--- config.mk ---
export PLATFORM = sky130hd
export DESIGN_NAME = sccb_cmd_arbiter
export DESIGN_NICKNAME = d
export VERILOG_FILES = /design/src/rtl/sccb_cmd_arbiter.sv
export SDC_FILE = /design/constraint.sdc
export NUM_CORES = 1
export LEC_CHECK = 0
export ABC_AREA = 0
export BUFFER_PORTS_ARGS = -buffer_cell sky130_fd_sc_hd__buf_2
export CORE_MARGIN = 1.5
export CORE_UTILIZATION = 44
export DETAILED_ROUTE_END_ITERATION = 16
export PLACE_DENSITY = 0.75
export SLEW_MARGIN = 20
export SYNTH_ARGS = -nofsm -noshare
export SYNTH_HDL_FRONTEND = slang
export SYNTH_SLANG_ARGS = --single-unit
--- constraint.sdc ---
create_clock -name rxclk -period 1.87 [get_ports rxclk]
set_clock_uncertainty 0.1 [all_clocks]
set_input_delay 0.561 -clock rxclk [delete_from_list [all_inputs] [get_ports rxclk]]
set_output_delay 0.561 -clock rxclk [all_outputs]
set_load 0.03 [all_outputs]
--- src/rtl/sccb_cmd_arbiter.sv ---
// rtl/sccb_cmd_arbiter.sv - two-source arbiter, launcher and timeout guard for the SCCB master
module sccb_cmd_arbiter #(
  parameter logic [7:0]  DEV_ID         = 8'h42,
  parameter int          GAP_CYCLES     = 125,
  parameter logic [15:0] TIMEOUT_CYCLES = 16'd50000
) (
  input  logic       rxclk,
  input  logic       rxreset,
  input  logic       init_req,
  input  logic       init_wr,
  input  logic [7:0] init_addr,
  input  logic [7:0] init_wdata,
  output logic       init_gnt,
  output logic       init_done,
  output logic       init_err,
  input  logic       pc_req,
  input  logic       pc_wr,
  input  logic [7:0] pc_addr,
  input  logic [7:0] pc_wdata,
  output logic       pc_gnt,
  output logic       pc_done,
  output logic       pc_err,
  output logic [7:0] pc_rdata,
  output logic       m_start,
  output logic       m_abort,
  output logic       m_wr,
  output logic [7:0] m_id,
  output logic [7:0] m_addr,
  output logic [7:0] m_wdata,
  input  logic       m_done,
  input  logic       m_nack,
  input  logic [7:0] m_rdata,
  output logic       busy,
  output logic       owner
);

  typedef enum logic [1:0] {S_IDLE, S_LAUNCH, S_WAIT, S_GAP} state_t;

  localparam logic [15:0] TO_LAST  = TIMEOUT_CYCLES - 16'd1;
  localparam logic [15:0] GAP_LAST = 16'(GAP_CYCLES - 1);

  state_t      state, state_d;
  logic [15:0] cnt, cnt_d;
  logic        sel_pc;
  logic        gnt_i_d, gnt_p_d, start_d, abort_d, done_d, err_d, rd_d;

  assign m_id = DEV_ID;
  assign busy = (state != S_IDLE);

  // Next-state and pulse decode; both-requesting goes to whoever is not the last owner
  always_comb begin
    state_d = state;
    cnt_d   = cnt;
    gnt_i_d = 1'b0;
    gnt_p_d = 1'b0;
    start_d = 1'b0;
    abort_d = 1'b0;
    done_d  = 1'b0;
    err_d   = 1'b0;
    rd_d    = 1'b0;
    sel_pc  = pc_req & (~init_req | ~owner);
    case (state)
      S_IDLE: begin
        if (init_req | pc_req) begin
          state_d = S_LAUNCH;
          gnt_p_d = sel_pc;
          gnt_i_d = ~sel_pc;
        end
      end
      S_LAUNCH: begin
        start_d = 1'b1;
        cnt_d   = 16'd0;
        state_d = S_WAIT;
      end
      S_WAIT: begin
        // m_done has priority over a timeout landing on the same edge
        if (m_done) begin
          done_d  = 1'b1;
          err_d   = m_nack;
          rd_d    = ~m_wr;
          cnt_d   = 16'd0;
          state_d = S_GAP;
        end else if (cnt == TO_LAST) begin
          abort_d = 1'b1;
          done_d  = 1'b1;
          err_d   = 1'b1;
          cnt_d   = 16'd0;
          state_d = S_GAP;
        end else begin
          cnt_d = cnt + 16'd1;
        end
      end
      S_GAP: begin
        if (cnt == GAP_LAST) state_d = S_IDLE;
        else                 cnt_d   = cnt + 16'd1;
      end
      default: state_d = S_IDLE;
    endcase
  end

  // State, registered pulses, command latch and per-requester status
  always_ff @(posedge rxclk) begin
    if (!rxreset) begin
      state     <= S_IDLE;
      cnt       <= 16'd0;
      init_gnt  <= 1'b0;
      pc_gnt    <= 1'b0;
      m_start   <= 1'b0;
      m_abort   <= 1'b0;
      init_done <= 1'b0;
      pc_done   <= 1'b0;
      init_err  <= 1'b0;
      pc_err    <= 1'b0;
      pc_rdata  <= 8'h00;
      m_wr      <= 1'b0;
      m_addr    <= 8'h00;
      m_wdata   <= 8'h00;
      owner     <= 1'b1;
    end else begin
      state     <= state_d;
      cnt       <= cnt_d;
      init_gnt  <= gnt_i_d;
      pc_gnt    <= gnt_p_d;
      m_start   <= start_d;
      m_abort   <= abort_d;
      init_done <= done_d & ~owner;
      pc_done   <= done_d & owner;
      if (done_d & ~owner)        init_err <= err_d;
      if (done_d & owner)         pc_err   <= err_d;
      if (done_d & rd_d & owner)  pc_rdata <= m_rdata;
      if (state == S_IDLE && (init_req | pc_req)) begin
        owner   <= sel_pc;
        m_wr    <= sel_pc ? pc_wr    : init_wr;
        m_addr  <= sel_pc ? pc_addr  : init_addr;
        m_wdata <= sel_pc ? pc_wdata : init_wdata;
      end
    end
  end

endmodule

Word-level counts from Yosys, hierarchy flattened
Cells that the tools add are included.
{ "op_classes": {"add_sub_neg": 1, "n_mul": 0, "div_mod_pow": 0, "order_cmp": 0, "n_eq_ne": 9, "n_shift": 0, "mux": 20, "n_bitwise": 13, "reduce_logical": 8} }
{ "ops": {"columns": ["cell", "n"], "rows": [
  ["16-bit 2-to-1 mux", 3],
  ["16-bit case mux with 3 select lines", 1],
  ["16-bit by 1-bit adder with 16-bit output, second input constant", 1],
  ["16-bit == test, second input constant", 1],
  ["16-bit by 7-bit == test with 1-bit output, second input constant", 1],
  ["8-bit 2-to-1 mux", 2],
  ["1-bit 2-to-1 mux", 9],
  ["2-bit 2-to-1 mux", 4],
  ["2-bit case mux with 4 select lines", 1],
  ["1-bit NOT", 6],
  ["3-bit AND reduction", 2],
  ["1-bit AND", 5],
  ["2-bit == test, second input constant", 2],
  ["2-bit inequality test, second input constant", 2],
  ["3-bit inequality test, second input constant", 1],
  ["3-bit nonzero test", 1],
  ["3-bit OR reduction", 1],
  ["2-bit by 1-bit == test with 1-bit output, second input constant", 1],
  ["2-bit logical NOT", 1],
  ["2-bit by 1-bit inequality test with 1-bit output, second input constant", 1],
  ["1-bit bitwise OR", 2],
  ["2-bit AND reduction", 1],
  ["2-bit nonzero test", 1],
  ["1-bit logical AND", 1]
]} }
{ "word_totals": {"regBits": 52, "latch_bits": 0, "mem_bits_rw": 0, "rom_bits": 0, "wordCells": 66, "memories": 0} }

Longest topological paths before layout
{ "depth": {"ltp_word": 6, "mapped_depth": 8} }

Worst setup path after synthesis
No wires, ideal clock.
{ "synth_timing": {"path_type": "register -> register", "startpoint": "register cnt[0]", "endpoint": "register cnt[14]", "arrival_ns": 1.766, "slack_ns": -0.066, "path_stages_with_launch": 9, "synth_period_minus_slack_ns": 1.936, "cell_sequence": "dfxtp_1 inv_1 ha_1 nor4b_1 and4_4 buf_6 a21oi_4 or4b_1 a21oi_1"} }
{ "synth_via": {"elab_chain_cells": 4, "elab_cells_between_ends": 9, "classes_between": "add/sub: 1; eq/ne: 3; mux: 4; reduce/logical: 1"} }
{ "synth_rtl": {"columns": ["item", "line_no", "source"], "rows": [
  ["from (decl)", "43", "logic [15:0] cnt, cnt_d;"],
  ["from (signal assigned)", "121", "cnt <= cnt_d;"],
  ["16-bit by 1-bit adder with 16-bit output or 16-bit == test (tied branches)", "90, 95, 83", null],
  ["16-bit 2-to-1 mux", "83", "end else if (cnt == TO_LAST) begin"],
  ["16-bit 2-to-1 mux", "77", "if (m_done) begin"],
  ["16-bit case mux with 3 select lines", "62", "case (state)"]
]} }
Several ways; a longest one is shown, not always the timed one. The select of a mux whose other input is x is not followed.
A chain may end at the register's enable or synchronous reset.

Worst setup path in the final report
{ "layout_timing": {"startpoint": "register cnt[13]", "endpoint": "register cnt[14]"} }
Same word-level chain as after synthesis.

==> results.md <==
- CP startpoint kind: flip-flop
- Final hold vios: 0
- Die area: 0.00611 mm2
- Critical Path Stages: 6
- Via density: 5.08
- Min-Delay Path Class: flip-flop to flip-flop
- Slew Limit Fails: 0
- Crit path time final: 1.84 ns
- Leak: 1.58 nW
- # IOs: 91
- Global-route wire length before repair: 9.26 mm
- Die X-Extent: 78.2 um
- GRT overflow: 0
- Commonest non-fill, non-tap cells in the layout: buf_2, nand2_1, dfxtp_1
- Top Family by Delay on Critical Path: simple AND/OR/NAND/NOR gates
- Clk buf depth: 2
- Commonest non-fill, non-tap cell in the layout: buf_2
- Synthesis Warnings: 0
- Hold depth: 2
- Diodes inserted: 0
- Max stage delay on crit path: 0.39 ns
- WL/cell: 12.8 um
- 1st-iter DRT viols: 138
- Main synth FF type: dfxtp_1
- R2R cell count: 6
- Critical path, cell by cell: nor4bb_2, nand4_1, a21oi_2, a21bo_2, clkbuf_16, a21oi_1
- Post-route ant nets: 0
- #FFs+latches synth: 52
- Period utilisation layout: 0.983
- DRT Pass-1 Iters: 5
- Sequential share of the synthesized area: 0.419
- Post-synth EDFFs: 0
- Area Overhead vs Synth: 32.4%
- Overall power: 0.00376 W
- Final setup fails: 0
- Drc violations: 0
- Worst-path clk slew: 0.10 ns
- Cell-internal power: 0.00225 W
- Total of max-cap violations: 0
- Switch Pwr: 0.00151 W
- CP endpoint kind: flip-flop
- Gpl congestion: 0.867
- Mapped Cells: 273
- Synth unique cells: 48
- Clock root buffer: clkbuf_8
- Peak VDD IR: 736 uV
- Critical Path RT: 1.98 ns
- Largest net degree at the start of global routing: 38
- Detailed Place HPWL: 3.97 mm
- Run status: complete, no violations
- Critical path class: flip-flop to flip-flop
- Row cnt: 27
- Vias after detailed routing: 2251
- FFs w/ async S/R, synth: 0
- Vias in the first global route: 2098
- Nets@finish: 424
- Final wirelength: 5.67 mm
- Layout cells sized above 1: 0.375
- Crit path max-delay cell type: dfxtp_1
- Die Ht: 78.2 um
- Clock group share of total power: 0.175
- Port Buffers: 82
- RSZ-0062 raised after global routing: yes
- Core area: 0.00547 mm2
- Worst EP arrival: 1.95 ns
- Hold_buf cts: 0
- Fin util: 0.602
- Cell Pwr Density: 1140 mW/mm2
- Gr usage total: 0.188
- Max Freq: 544 MHz
- Avg Cell Area, Syn: 9.11 um2
- Mapped Area: 0.00249 mm2
- Sw frac: 0.402
- Worst-Skew Late Latency: 0.32 ns
- Clk sinks: 52
- Logic pwr share: 0.451
- Sequential share of power: 0.374
- Highest net fanout along the worst path: 7
- Critical path buffers and inverters: 1
- FILL cells: 481
- H-tree depth: 2
- Initial antenna violation count: 0
- TritonCTS buffer count: 5
- CTS tree: yes
- Starting Density: 0.455
==> layer usage <==
metal  share of wire  up-vias  wire length [um]  global-route usage
met5               0        -                 0                   0
met4           0.012        0                69              0.0643
met3           0.070        5               395              0.0488
met2            0.47       87              2670               0.314
met1            0.45     1024              2530               0.234
li1                -     1135                 -                   -
==> registers in the layout (all words and copies together), names as in the netlist, 2 cells and up <==
name,count
pc_rdata,8
m_addr,8
m_wdata,8
cnt,16
state,2
==> worst min-delay path: stages (launching register included) <==
cell and delay, ns:
dfxtp_1 0.32, nand2_1 0.04, a21boi_0 0.06
==> layout make-up <==
cell class | instances | area, um2 | area share
inverters | 6 | 22.5 | 0.00684
flip-flops and latches | 52 | 1050 | 0.318
clock inverters | 2 | 16.3 | 0.00494
repair buffers | 105 | 648 | 0.197
well taps | 72 | 90.1 | 0.0273
multi-input cells | 200 | 1400 | 0.424
clock buffers | 6 | 72.6 | 0.0220
==> cell usage after synthesis, drive strengths merged, types with 3 or more instances <==
cell type,number,share of area
and4,3,0.013
or3,3,0.0075
nand3,3,0.0060
ha,6,0.030
nor2,20,0.030
a21oi,10,0.025
a21boi,9,0.027
nand2,51,0.077
nand4,4,0.010
o211a,18,0.072
nand2b,3,0.0075
nor3,3,0.0060
clkbuf,8,0.012
o21ai,4,0.0080
a211oi,3,0.0091
inv,6,0.0091
dfxtp,52,0.42
mux2i,18,0.072
xnor2,8,0.028
buf,13,0.039
==> power groups by stage <==
stage / registers (W) / logic (W) / clock network [W]
global route: 0.00143 / 0.00183 / 0.000713
finish: 0.00141 / 0.00170 / 0.000657
global placement: 0.00142 / 0.00150 / 0
CTS: 0.00141 / 0.00158 / 0.000678
floorplan: 0.00173 / 0.000711 / 0
detailed placement: 0.00142 / 0.00154 / 0
==> stage by stage <==
stage,hold WS [ns],instance area (um2),TNS [ns],worst slack (ns),instances
6_report,0.362,3290,0,0.0312,443
4_1_cts,0.367,3170,0,0.00202,437
5_1_grt,0.382,3290,-0.287,-0.0490,443
3_3_place_gp,0.347,3060,0,0.0492,429
2_1_floorplan,0.363,2510,0,0.00504,279
3_5_place_dp,0.353,3060,-0.210,-0.0563,429
==> final timing paths <==
kind                             from                       end  slack, ns
max              cnt[13]$_SDFFE_PN0P_      cnt[14]$_SDFFE_PN0P_       0.03
min          pc_rdata[3]$_SDFFE_PN0P_  pc_rdata[3]$_SDFFE_PN0P_       0.36
max reg2reg      cnt[13]$_SDFFE_PN0P_      cnt[14]$_SDFFE_PN0P_       0.03
min reg2reg  pc_rdata[3]$_SDFFE_PN0P_  pc_rdata[3]$_SDFFE_PN0P_       0.36
==> cells by family after synthesis <==
logic type,after synthesis,share of synthesized area
simple gates,105,0.207
buf+inv,27,0.0599
other cells,2,0.00302
mux,18,0.0724
flops,52,0.419
fa+ha+maj,6,0.0302
xor+xnor,9,0.0317
compound gates,54,0.178
==> repair_timing <==
item                       CTS  global route
setup endpoints to repair    8            12
buffers inserted             0             5
resized for setup           11            13
pin swaps                    0             2
cloned                       0             1
Note: power is estimated with default switching activity, not from simulation.
